<file path="src/rtl/alu_arbiter_pkg.sv">
// Shared definitions for the two-requester ALU arbiter.
// Contents:
//   state_e          FSM states (IDLE, EXEC, RESP)
//   CMD_*            ALU command encodings driven on EXE_CMD
//   ID_A / ID_B      requester ids (bit index into the 2-bit channels)
package alu_arbiter_pkg;

  typedef enum logic [1:0] {
    ST_IDLE = 2'd0,
    ST_EXEC = 2'd1,
    ST_RESP = 2'd2
  } state_e;

  localparam logic [3:0] CMD_ADD = 4'd0;
  localparam logic [3:0] CMD_SUB = 4'd2;
  localparam logic [3:0] CMD_AND = 4'd4;
  localparam logic [3:0] CMD_OR  = 4'd5;
  localparam logic [3:0] CMD_NOR = 4'd6;
  localparam logic [3:0] CMD_XOR = 4'd7;
  localparam logic [3:0] CMD_SHL = 4'd8;
  localparam logic [3:0] CMD_SAR = 4'd9;
  localparam logic [3:0] CMD_SHR = 4'd10;
  localparam logic [3:0] CMD_NOP = 4'd15;

  localparam logic ID_A = 1'b0;
  localparam logic ID_B = 1'b1;

endpackage

</file>
<file path="src/rtl/alu_arbiter_rr_grant2.sv">
// rr_grant2: two-input round-robin grant.
// Ports:
//   valid_i  [1:0]  request valids (bit 0 = A, bit 1 = B)
//   rr_i            preferred requester when both are valid (0=A, 1=B)
//   grant_o  [1:0]  one-hot grant, or 0 when nothing is valid
//   win_o           id of the granted requester (meaningful only if grant_o != 0)
module rr_grant2
  import alu_arbiter_pkg::*;
(
  input  logic [1:0] valid_i,
  input  logic       rr_i,
  output logic [1:0] grant_o,
  output logic       win_o
);

  always_comb begin
    // A lone requester wins regardless of the pointer.
    grant_o = valid_i;
    if (&valid_i) grant_o = rr_i ? 2'b10 : 2'b01;
    win_o = grant_o[1] ? ID_B : ID_A;
  end

endmodule

</file>
<file path="src/rtl/alu_arbiter.sv">
// alu_arbiter: shares one combinational ALU between two requesters.
// One operation in flight: IDLE (grant) -> EXEC (drive ALU, capture) -> RESP.
// Ports:
//   clk, rst                      clock, async active-low reset
//   req_valid/req_ready [1:0]     request channel per requester (0=A, 1=B)
//   val1_*/val2_*/EXE_CMD_*       request payload per requester
//   resp_valid/resp_ready [1:0]   response channel per requester
//   resp_data                     shared result, 0 when no response is valid
//   alu_val1/alu_val2/alu_EXE_CMD operands to the ALU (0/0/NOP outside EXEC)
//   alu_out                       ALU result
//   busy                          high whenever not IDLE
module alu_arbiter
  import alu_arbiter_pkg::*;
#(
  parameter int WIDTH = 32,
  parameter int CMD_W = 4
) (
  input  logic             clk,
  input  logic             rst,
  input  logic [1:0]       req_valid,
  output logic [1:0]       req_ready,
  input  logic [WIDTH-1:0] val1_a,
  input  logic [WIDTH-1:0] val2_a,
  input  logic [WIDTH-1:0] val1_b,
  input  logic [WIDTH-1:0] val2_b,
  input  logic [CMD_W-1:0] EXE_CMD_a,
  input  logic [CMD_W-1:0] EXE_CMD_b,
  output logic [1:0]       resp_valid,
  input  logic [1:0]       resp_ready,
  output logic [WIDTH-1:0] resp_data,
  output logic [WIDTH-1:0] alu_val1,
  output logic [WIDTH-1:0] alu_val2,
  output logic [CMD_W-1:0] alu_EXE_CMD,
  input  logic [WIDTH-1:0] alu_out,
  output logic             busy
);

  localparam logic [CMD_W-1:0] NOP = CMD_W'(CMD_NOP);

  state_e           state_q, state_d;
  logic             rr_q, owner_q;
  logic [WIDTH-1:0] v1_q, v2_q, res_q;
  logic [CMD_W-1:0] cmd_q;
  logic [1:0]       grant;
  logic             win;
  logic             req_hs, resp_hs;

  rr_grant2 u_grant (
    .valid_i (req_valid),
    .rr_i    (rr_q),
    .grant_o (grant),
    .win_o   (win)
  );

  assign req_hs  = |(req_valid & req_ready);
  // Only the owner's ready can close the response.
  assign resp_hs = (state_q == ST_RESP) && resp_ready[owner_q];

  // State register
  always_ff @(posedge clk or negedge rst) begin
    if (!rst) state_q <= ST_IDLE;
    else      state_q <= state_d;
  end

  // Next state
  always_comb begin
    state_d = state_q;
    case (state_q)
      ST_IDLE: if (req_hs)  state_d = ST_EXEC;
      ST_EXEC:              state_d = ST_RESP;
      ST_RESP: if (resp_hs) state_d = ST_IDLE;
      default:              state_d = ST_IDLE;
    endcase
  end

  // Outputs
  always_comb begin
    req_ready   = 2'b00;
    resp_valid  = 2'b00;
    resp_data   = '0;
    alu_val1    = '0;
    alu_val2    = '0;
    alu_EXE_CMD = NOP;
    busy        = (state_q != ST_IDLE);
    case (state_q)
      // Gating with rst keeps ready low for the whole reset window.
      ST_IDLE: if (rst) req_ready = grant;
      ST_EXEC: begin
        alu_val1    = v1_q;
        alu_val2    = v2_q;
        alu_EXE_CMD = cmd_q;
      end
      ST_RESP: begin
        resp_valid[owner_q] = 1'b1;
        resp_data           = res_q;
      end
      default: ;
    endcase
  end

  // Datapath: latched request, owner, round-robin pointer, result
  always_ff @(posedge clk or negedge rst) begin
    if (!rst) begin
      rr_q    <= ID_A;
      owner_q <= ID_A;
      v1_q    <= '0;
      v2_q    <= '0;
      cmd_q   <= '0;
      res_q   <= '0;
    end else begin
      if (req_hs) begin
        owner_q <= win;
        rr_q    <= ~win;
        v1_q    <= win ? val1_b : val1_a;
        v2_q    <= win ? val2_b : val2_a;
        cmd_q   <= win ? EXE_CMD_b : EXE_CMD_a;
      end
      if (state_q == ST_EXEC) res_q <= alu_out;
    end
  end

endmodule

</file>
<file path="config.mk">
export PLATFORM = sky130hd
export DESIGN_NAME = alu_arbiter
export DESIGN_NICKNAME = d
export VERILOG_FILES = /design/src/rtl/alu_arbiter_pkg.sv /design/src/rtl/alu_arbiter_rr_grant2.sv /design/src/rtl/alu_arbiter.sv
export SDC_FILE = /design/constraint.sdc
export NUM_CORES = 1
export LEC_CHECK = 0
export CAP_MARGIN = 20
export CORE_ASPECT_RATIO = 0.5
export CORE_MARGIN = 2
export CORE_UTILIZATION = 30
export CTS_CLUSTER_DIAMETER = 100
export CTS_CLUSTER_SIZE = 24
export DETAILED_ROUTE_END_ITERATION = 16
export PLACE_DENSITY_LB_ADDON = 0.05
export SKIP_LAST_GASP = 1
export SYNTH_ARGS = -nofsm -noshare
export SYNTH_HDL_FRONTEND = slang
export SYNTH_SLANG_ARGS = --single-unit
</file>
<file path="constraint.sdc">
create_clock -name clk -period 4.8 [get_ports clk]
set_input_delay 0.96 -clock clk [delete_from_list [all_inputs] [get_ports clk]]
set_output_delay 0.96 -clock clk [all_outputs]
set_load 0.05 [all_outputs]
</file>
==> impl_metrics.toml, run 1 <==
[run_status]
status = "complete, no violations"

[logic_synthesis]
yosysUniqueCellTypes = 24
syn_area_sq_um = 5260
synth_top_area_share = 0.495
syn_nets = 702
synth.largest_area_cell = "dfrtp_1"
synth.avg_cell_area_sq_um = 9.96
ys_top_cells_by_area = "dfrtp_1 (49%), and2_1 (12%), a221o_1 (8.6%)"
synth-seq-area-share = 0.495
ys_seq_elements = 104
ys.warnings.count = 0
synth_cells = 528

[floorplanning]
die_area_sq_um = 18700
initial_core_util = 0.305
die_height_um = 97.6
fp-row-count = 34
fp.dieW_um = 191
io_pins = 279
core_sq_um = 17300

[timing]
timing.hold.ws_ps = 501
final-hold-violation-count = 0
relSlewSlack = 0.398
worst_pin_slew_ps = 903
setup_violations = 0
finClkSkew_ps = 9.59
slew_violations = 0
min_period_ps = 3800
finalSetupTns_ps = 0
rsz0062_at_grt = "false"
timing.fmax_mhz = 263
period_share = 0.793

[final_layout]
layout_commonest_cell = "clkdlybuf4s50_1"
multiInputGateArea_sq_um = 2210
fin_cells = 1018
syn2layout_area_growth_pct = 63.0
nets = 955
diodes = 0
seq_area_sq_um = 2600
mostFrequentLayoutCells = "clkdlybuf4s50_1 (274), dfrtp_1 (104), and2_1 (98)"
final_layout_size_suffix_gt1_frac = 0.0880
num-fill-cells = 1654

[pwr]
seqPwrFrac = 0.330
comb_power_share = 0.512
p_leak_nw = 3.74
p_switching_mw = 1.94
switching_share = 0.414
internal-power_mw = 2.75
finalPower_mw = 4.69
power_density_nw_per_um2 = 547
irDropWorstVdd_mv = 0.231
clkPwrFrac = 0.158

[global_route]
gr-usage-met2 = 0.290
grt_remaining_overflow = 0
grt_antenna_before_repair = 0
grt_pass1_vias = 4925
grt_use_total = 0.184
grtUsageMet3 = 0.0567
grtUsageMet1 = 0.247
grt_pass1_wl_um = 26800
grt_max_degree = 71
top_usage_layer = "met2"

[placed_design]
place_hpwl_um = 11800
place_inst = 1003
io_buffers = 278
place.gp.congestion = 0.739

[clock_network]
ctsRootBufferMaster = "clkbuf_16"
insertion_delay_ps = 340
tritoncts = "built"
cts_max_level = 3
clock_path_buffers = 2
postCtsSetupBuffers = 0
ctsResizeCount = 0
clkSlewWorstSetupHoldPaths_ps = 70
cts.sinks = 104
ctsHoldBuffers = 0
cts_buffers = 9

[worst_setup_path]
cp_max_fo = 68
cp_num_buf_inv = 2
startpoint_type = "flip-flop"
cp_slowest_cell = "clkdlybuf4s50_1"
critPathMaxStageDelay_ps = 830
worstSetupPathType = "flip-flop to output port"
crit_family = "buffers and inverters"
crit_required_ps = 3840
crit_arrival_ps = 2840
worstPathCellList = "nor2b_4, buf_12, and2_1, clkdlybuf4s50_1"
worstSetupEndpointType = "output port"

[routing]
drc = 0
viasPerCell = 4.71
first_pass_iters = 9
drtIter0Drc = 259
wl_per_cell_um = 16.9
vias = 4799
ant_nets = 0
drt-total-wl_um = 17200

[hold_path]
hp-class = "flip-flop to flip-flop"

[flow_run]
drv_cap = 0
[stage by stage]
stage          utilization  setup slack, ps  cell area, sq um
3_5_place_dp         0.478             1310              8250
6_report             0.496              996              8570
2_1_floorplan            -             1860              5260
3_3_place_gp         0.478             1310              8250
5_1_grt              0.496              767              8570
4_1_cts              0.495              940              8550
[final cells by class]
cell class / instances / area share
timing repair buffer: 288 / 0.339
multi-input combinational: 306 / 0.258
clock inverter: 4 / 0.00642
sequential: 104 / 0.304
tap: 234 / 0.0341
inverter: 72 / 0.0315
clock buffer: 10 / 0.0279
[path summary, 6_finish.rpt]
| path | startpoint | endpoint | slack, ps | cells after the start |
|---|---|---|---|---|
| setup / recovery | state_q[0] | alu_val1[23] | 1000 | 4 |
| hold / removal | res_q[19] | res_q[19] | 500 | 1 |
| setup reg to reg | state_q[1] | v1_q[10] | 2500 | 4 |
| hold reg to reg | res_q[19] | res_q[19] | 500 | 1 |
| max in group asynchronous | rst | v1_q[8] | 2820 | 3 |
| min in group asynchronous | rst | v1_q[17] | 730 | 2 |
[Yosys cell counts]
master / number
and3_1: 1
clkbuf_1: 33
and2_1: 98
dfrtp_1: 104
mux2i_1: 1
a222oi_1: 23
a21o_1: 1
o21bai_2: 1
mux2_2: 32
nor3b_1: 1
buf_6: 3
nor3_1: 45
nor2b_1: 3
nor3b_4: 1
o21bai_1: 1
buf_2: 9
inv_1: 72
buf_1: 1
a221o_1: 45
o21ai_1: 1
or3b_1: 1
or2_2: 1
nand2b_1: 3
nand2_1: 47
[sequential cells by signal, indices dropped and copies added, names as in the netlist]
register	flops
owner_q	1
v1_q	32
rr_q	1
cmd_q	4
state_q	2
v2_q	32
res_q	32
[worst register-to-register path: stages (launching register included)]
cell,delay [ps]
dfrtp_1,470
nor3b_1,430
and3_2,310
buf_4,640
a222oi_1,280
[power by group through the flow]
stage | Clock (mW) | Sequential, mW | Combinational (mW)
floorplan | 0 | 1.48 | 1.65
global placement | 0 | 1.56 | 2.38
detailed placement | 0 | 1.56 | 2.42
CTS | 0.768 | 1.55 | 2.42
global route | 0.805 | 1.61 | 2.56
finish | 0.741 | 1.55 | 2.40
[kinds of logic after synthesis]
group           synth area share
simple gates               0.209
mux                       0.0704
buf+inv                   0.0906
flops                      0.495
compound gates             0.135
[routing by layer]
metal  routed length, um  vias up
met1                7610     2304
li1                    -     2306
met5                   0        -
met4                 240        0
met3                1450       15
met2                7940      174
Note: power is estimated with default switching activity, not from simulation.
==> run 2: changes to the inputs <==
==> constraint.sdc (replaced) <==
create_clock -name clk -period 3.2 [get_ports clk]
set_input_delay 0.64 -clock clk [delete_from_list [all_inputs] [get_ports clk]]
set_output_delay 0.64 -clock clk [all_outputs]
set_load 0.05 [all_outputs]
==> run 2 against run 1 <==
Total power is 52% higher. Die area stayed put. Combinational power is 48% higher. Clock power is 70% higher. Largest power group unchanged. Critical endpoint is now alu_val2[31].
==> impl_metrics.toml, run 2 (same netlist as run 1, synthesis figures left out) <==
[worst_setup_path]
cp_max_fo = 79
worstReg2RegEnd = "v1_q[0]"
crit_start = "state_q[0]"
worstPathCellList = "nor2b_4, buf_12, and2_1, clkdlybuf4s50_1"
worstSetupEndpointType = "output port"
crit_family = "buffers and inverters"
worstSetupPathType = "flip-flop to output port"
r2r_slack_ps = 1090
crit_required_ps = 2560
cp_num_buf_inv = 2
crit_arrival_ps = 2300
startpoint_type = "flip-flop"
timing.rr.start = "state_q[1]"
r2r_cells = 4
critPathMaxStageDelay_ps = 800
cp.depth = 4
crit_path_end = "alu_val2[31]"
cp_slowest_cell = "clkdlybuf4s50_1"

[timing]
period_share = 0.919
worst_pin_slew_ps = 887
timing.hold.ws_ps = 86.2
setup_violations = 0
min_period_ps = 2940
final-hold-violation-count = 0
finalSetupTns_ps = 0
finClkSkew_ps = 8.50
rsz0062_at_grt = "false"
final.setup.worst_slack_ps = 258
relSlewSlack = 0.408
timing.fmax_mhz = 340
slew_violations = 0

[floorplanning]
initial_core_util = 0.305
io_pins = 279
die_area_sq_um = 18700
core_sq_um = 17300
fp.dieW_um = 191
fp-row-count = 34
die_height_um = 97.6

[pwr]
power_density_nw_per_um2 = 840
irDropWorstVdd_mv = 0.359
p_leak_nw = 3.87
finalPower_mw = 7.13

[routing]
ant_nets = 0
wl_per_cell_um = 17.0
drt-total-wl_um = 17300
drc = 0
drtIter0Drc = 277
vias = 4794
first_pass_iters = 6
viasPerCell = 4.69

[placed_design]
place.gp.congestion = 0.780
io_buffers = 278
dpl_cell_area_sq_um = 8150
place_inst = 1007
post-place-ws_ps = 600
place_hpwl_um = 11800

[hold_path]
hp-class = "primary input to asynchronous set/reset pin"

[clock_network]
ctsResizeCount = 0
ctsHoldBuffers = 0
tritoncts = "built"
clkSlewWorstSetupHoldPaths_ps = 70
cts_buffers = 9
insertion_delay_ps = 350
cts.sinks = 104
cts_max_level = 3
clock_path_buffers = 2
postCtsSetupBuffers = 0
ctsRootBufferMaster = "clkbuf_16"

[final_layout]
reg.largest.list = "res_q x32, v1_q x32, v2_q x32"
final_area_sq_um = 8480
nets = 958
utilization = 0.491
mostFrequentLayoutCells = "clkdlybuf4s50_1 (220), dfrtp_1 (104), and2_1 (98)"
num-fill-cells = 1638
syn2layout_area_growth_pct = 61.3
layout_commonest_cell = "clkdlybuf4s50_1"
final_layout_size_suffix_gt1_frac = 0.162
fin_cells = 1023
diodes = 0

[global_route]
grt_pass1_vias = 4708
grt_max_degree = 80
grt_remaining_overflow = 0
grt_antenna_before_repair = 1
grt_use_total = 0.182
grt_pass1_wl_um = 26200

[flow_run]
drv_cap = 0

[run_status]
status = "complete, no violations"
run 2: cell types whose count changed in the layout (fill, tap and decap cells not counted), sizes merged:
cell | previous run | this run
clkinvlp | 1 | 0
clkdlybuf4s50 | 274 | 220
inv | 73 | 75
bufinv | 1 | 2
buf | 14 | 71
run 2: worst reg2reg max path, stage by stage, from the launching register on:
cell and delay, ps:
dfrtp_1 440, nor3b_1 470, and3_2 330, buf_4 480
a222oi_1 250
run 2: metal layers:
metal	vias up	share of wire	GRT usage
met3	20	0.075	0.0592
met1	2276	0.45	0.246
met4	0	0.012	0.0396
met2	177	0.46	0.282
li1	2321	-	-
met5	-	0	0
run 2: power by group:
part           switching [mW]  internal [mW]  leakage, nW  total, mW
clock network           0.535          0.721        0.166       1.26
registers               0.351           1.98         1.23       2.33
logic                    2.09           1.45         2.47       3.54
total                    2.97           4.16         3.87       7.13
run 2: layout make-up:
type | count | area (sq um) | area share
tap | 234 | 293 | 0.0345
clock buffer | 10 | 239 | 0.0282
inverter | 72 | 270 | 0.0319
multi-input combinational | 306 | 2210 | 0.261
timing repair buffer | 291 | 2770 | 0.327
sequential | 104 | 2600 | 0.307
clock inverter | 6 | 97.6 | 0.0115
run 2: worst min-delay path by stage:
stage	endpoint	cells after the start	slack, ps
floorplan	cmd_q[0]	0	340
global placement	state_q[0]	1	440
detailed placement	state_q[0]	1	440
CTS	state_q[0]	1	70
global route	state_q[0]	1	70
finish	state_q[0]	1	90
==> run 3: changes to the inputs <==
--- a/config.mk
+++ b/config.mk
@@ -7,12 +7,13 @@
 export LEC_CHECK = 0
 export CAP_MARGIN = 20
 export CORE_ASPECT_RATIO = 0.5
-export CORE_MARGIN = 2
+export CORE_MARGIN = 3
 export CORE_UTILIZATION = 30
 export CTS_CLUSTER_DIAMETER = 100
 export CTS_CLUSTER_SIZE = 24
 export DETAILED_ROUTE_END_ITERATION = 16
 export PLACE_DENSITY_LB_ADDON = 0.05
+export RECOVER_POWER = 25
 export SKIP_LAST_GASP = 1
 export SYNTH_ARGS = -nofsm -noshare
 export SYNTH_HDL_FRONTEND = slang
==> run 3 against run 2 <==
Clock-buffer cell count increased by 1. Cell count shrank 0.49%. Non-clock buffer count increased by 2. Setup slack improved by 100 ps. Sequential cell count is the same. Combinational power is 4% higher. Largest power group unchanged. Clock skew about the same. Routed wire length grew 2.5%.
==> impl_metrics.toml, run 3 (same netlist as run 1, synthesis figures left out) <==
[placed_design]
place_inst = 1002
place.gp.congestion = 0.772
io_buffers = 278
place_hpwl_um = 12700
post-place-ws_ps = 701
dpl_cell_area_sq_um = 8380

[final_layout]
mostFrequentLayoutCells = "clkdlybuf4s50_1 (201), dfrtp_1 (104), and2_1 (98)"
final_area_sq_um = 8660
fin_cells = 1018
diodes = 0
layout_commonest_cell = "clkdlybuf4s50_1"
final_layout_size_suffix_gt1_frac = 0.186
nets = 960
syn2layout_area_growth_pct = 64.5
reg.largest.list = "res_q x32, v1_q x32, v2_q x32"

[timing]
relSlewSlack = 0.0450
timing.fmax_mhz = 352
setup_violations = 0
final-hold-violation-count = 0
min_period_ps = 2840
final.setup.worst_slack_ps = 359
finClkSkew_ps = 8.54
worst_pin_slew_ps = 1430
timing.hold.ws_ps = 500
rsz0062_at_grt = "false"
period_share = 0.888
finalSetupTns_ps = 0
slew_violations = 0

[worst_setup_path]
crit_family = "buffers and inverters"
crit_path_end = "resp_data[7]"
crit_required_ps = 2560
critPathMaxStageDelay_ps = 800
timing.rr.start = "state_q[0]"
cp_num_buf_inv = 2
crit_start = "state_q[1]"
r2r_cells = 4
startpoint_type = "flip-flop"
worstSetupEndpointType = "output port"
worstSetupPathType = "flip-flop to output port"
cp_slowest_cell = "clkdlybuf4s50_1"
cp.depth = 4
cp_max_fo = 35
r2r_slack_ps = 1050
crit_arrival_ps = 2200
worstPathCellList = "nor2b_2, buf_4, and2_1, clkdlybuf4s50_1"
worstReg2RegEnd = "res_q[28]"

[global_route]
grt_max_degree = 57
grt_pass1_wl_um = 27800
grt_remaining_overflow = 0
grt_use_total = 0.180
grt_pass1_vias = 4934
grt_antenna_before_repair = 0

[flow_run]
drv_cap = 0

[routing]
viasPerCell = 4.78
first_pass_iters = 7
drc = 0
drtIter0Drc = 384
ant_nets = 0
drt-total-wl_um = 17800
wl_per_cell_um = 17.5
vias = 4866

[clock_network]
postCtsSetupBuffers = 0
clkSlewWorstSetupHoldPaths_ps = 70
ctsHoldBuffers = 0
tritoncts = "built"
ctsResizeCount = 0
clock_path_buffers = 2
insertion_delay_ps = 340
ctsRootBufferMaster = "clkbuf_16"
cts_max_level = 3
cts.sinks = 104
cts_buffers = 9

[floorplanning]
fp.dieW_um = 193
initial_core_util = 0.314
die_area_sq_um = 19300
die_height_um = 99.6
io_pins = 279
fp-row-count = 33
core_sq_um = 16800

[pwr]
p_leak_nw = 3.94
irDropWorstVdd_mv = 0.348
power_density_nw_per_um2 = 815

[run_status]
status = "complete, no violations"

[hold_path]
hp-class = "flip-flop to flip-flop"
[run 3: changes by cell type in the layout (fill, tap and decap cells not counted), moves of 2 or more]
cell / change
buf_12: +22
clkdlybuf4s50_1: -19
buf_4: -4
clkinvlp_4: +3
bufinv_16: -2
clkbuf_1: +2
clkbuf_2: +2
[run 3: worst min path at each step]
stage                     slack, ps      start  depth (start not counted)    endpoint
after floorplan                 340        rst                          0    cmd_q[0]
after global placement          480  res_q[13]                          1   res_q[13]
after detailed placement        490  res_q[28]                          1   res_q[28]
after CTS                       460        rst                          2  state_q[0]
after global routing            520  res_q[15]                          1   res_q[15]
final                           500  res_q[10]                          1   res_q[10]
[run 3: report_power, final]
group	leakage (nW)	internal (mW)	total, mW	switching [mW]
sequential	1.23	1.98	2.32	0.332
clock	0.128	0.555	1.06	0.504
combinational	2.58	1.57	3.68	2.11
[run 3: worst reg2reg max path: cells and delay by family (launching register included)]
| family | cells | cell delay (ps) |
|---|---|---|
| and+or+nand+nor | 1 | 340 |
| DFF | 1 | 410 |
| buffers and inverters | 2 | 890 |
| muxes | 1 | 400 |
[run 3: cell type report]
class	count	area, sq um
fillers	1560	8110
repair buffers	293	3000
flip-flops and latches	104	2600
multi-input cells	306	2210
well taps	227	284
inverters	72	270
clock buffers	11	243
clock inverters	5	40.0
[run 3: through the flow]
stage           util  power, mW
2_1_floorplan      -       4.68
3_3_place_gp   0.500       6.02
3_5_place_dp   0.500       6.06
4_1_cts        0.517       7.16
5_1_grt        0.516       7.50
6_report       0.516       7.06
[run 3: layer usage]
metal | GRT usage | vias to the layer above | wire [um]
met3 | 0.0501 | 10 | 1070
met5 | 0 | - | 0
met2 | 0.298 | 164 | 8540
met4 | 0.0250 | 0 | 114
li1 | - | 2314 | -
met1 | 0.245 | 2378 | 8060
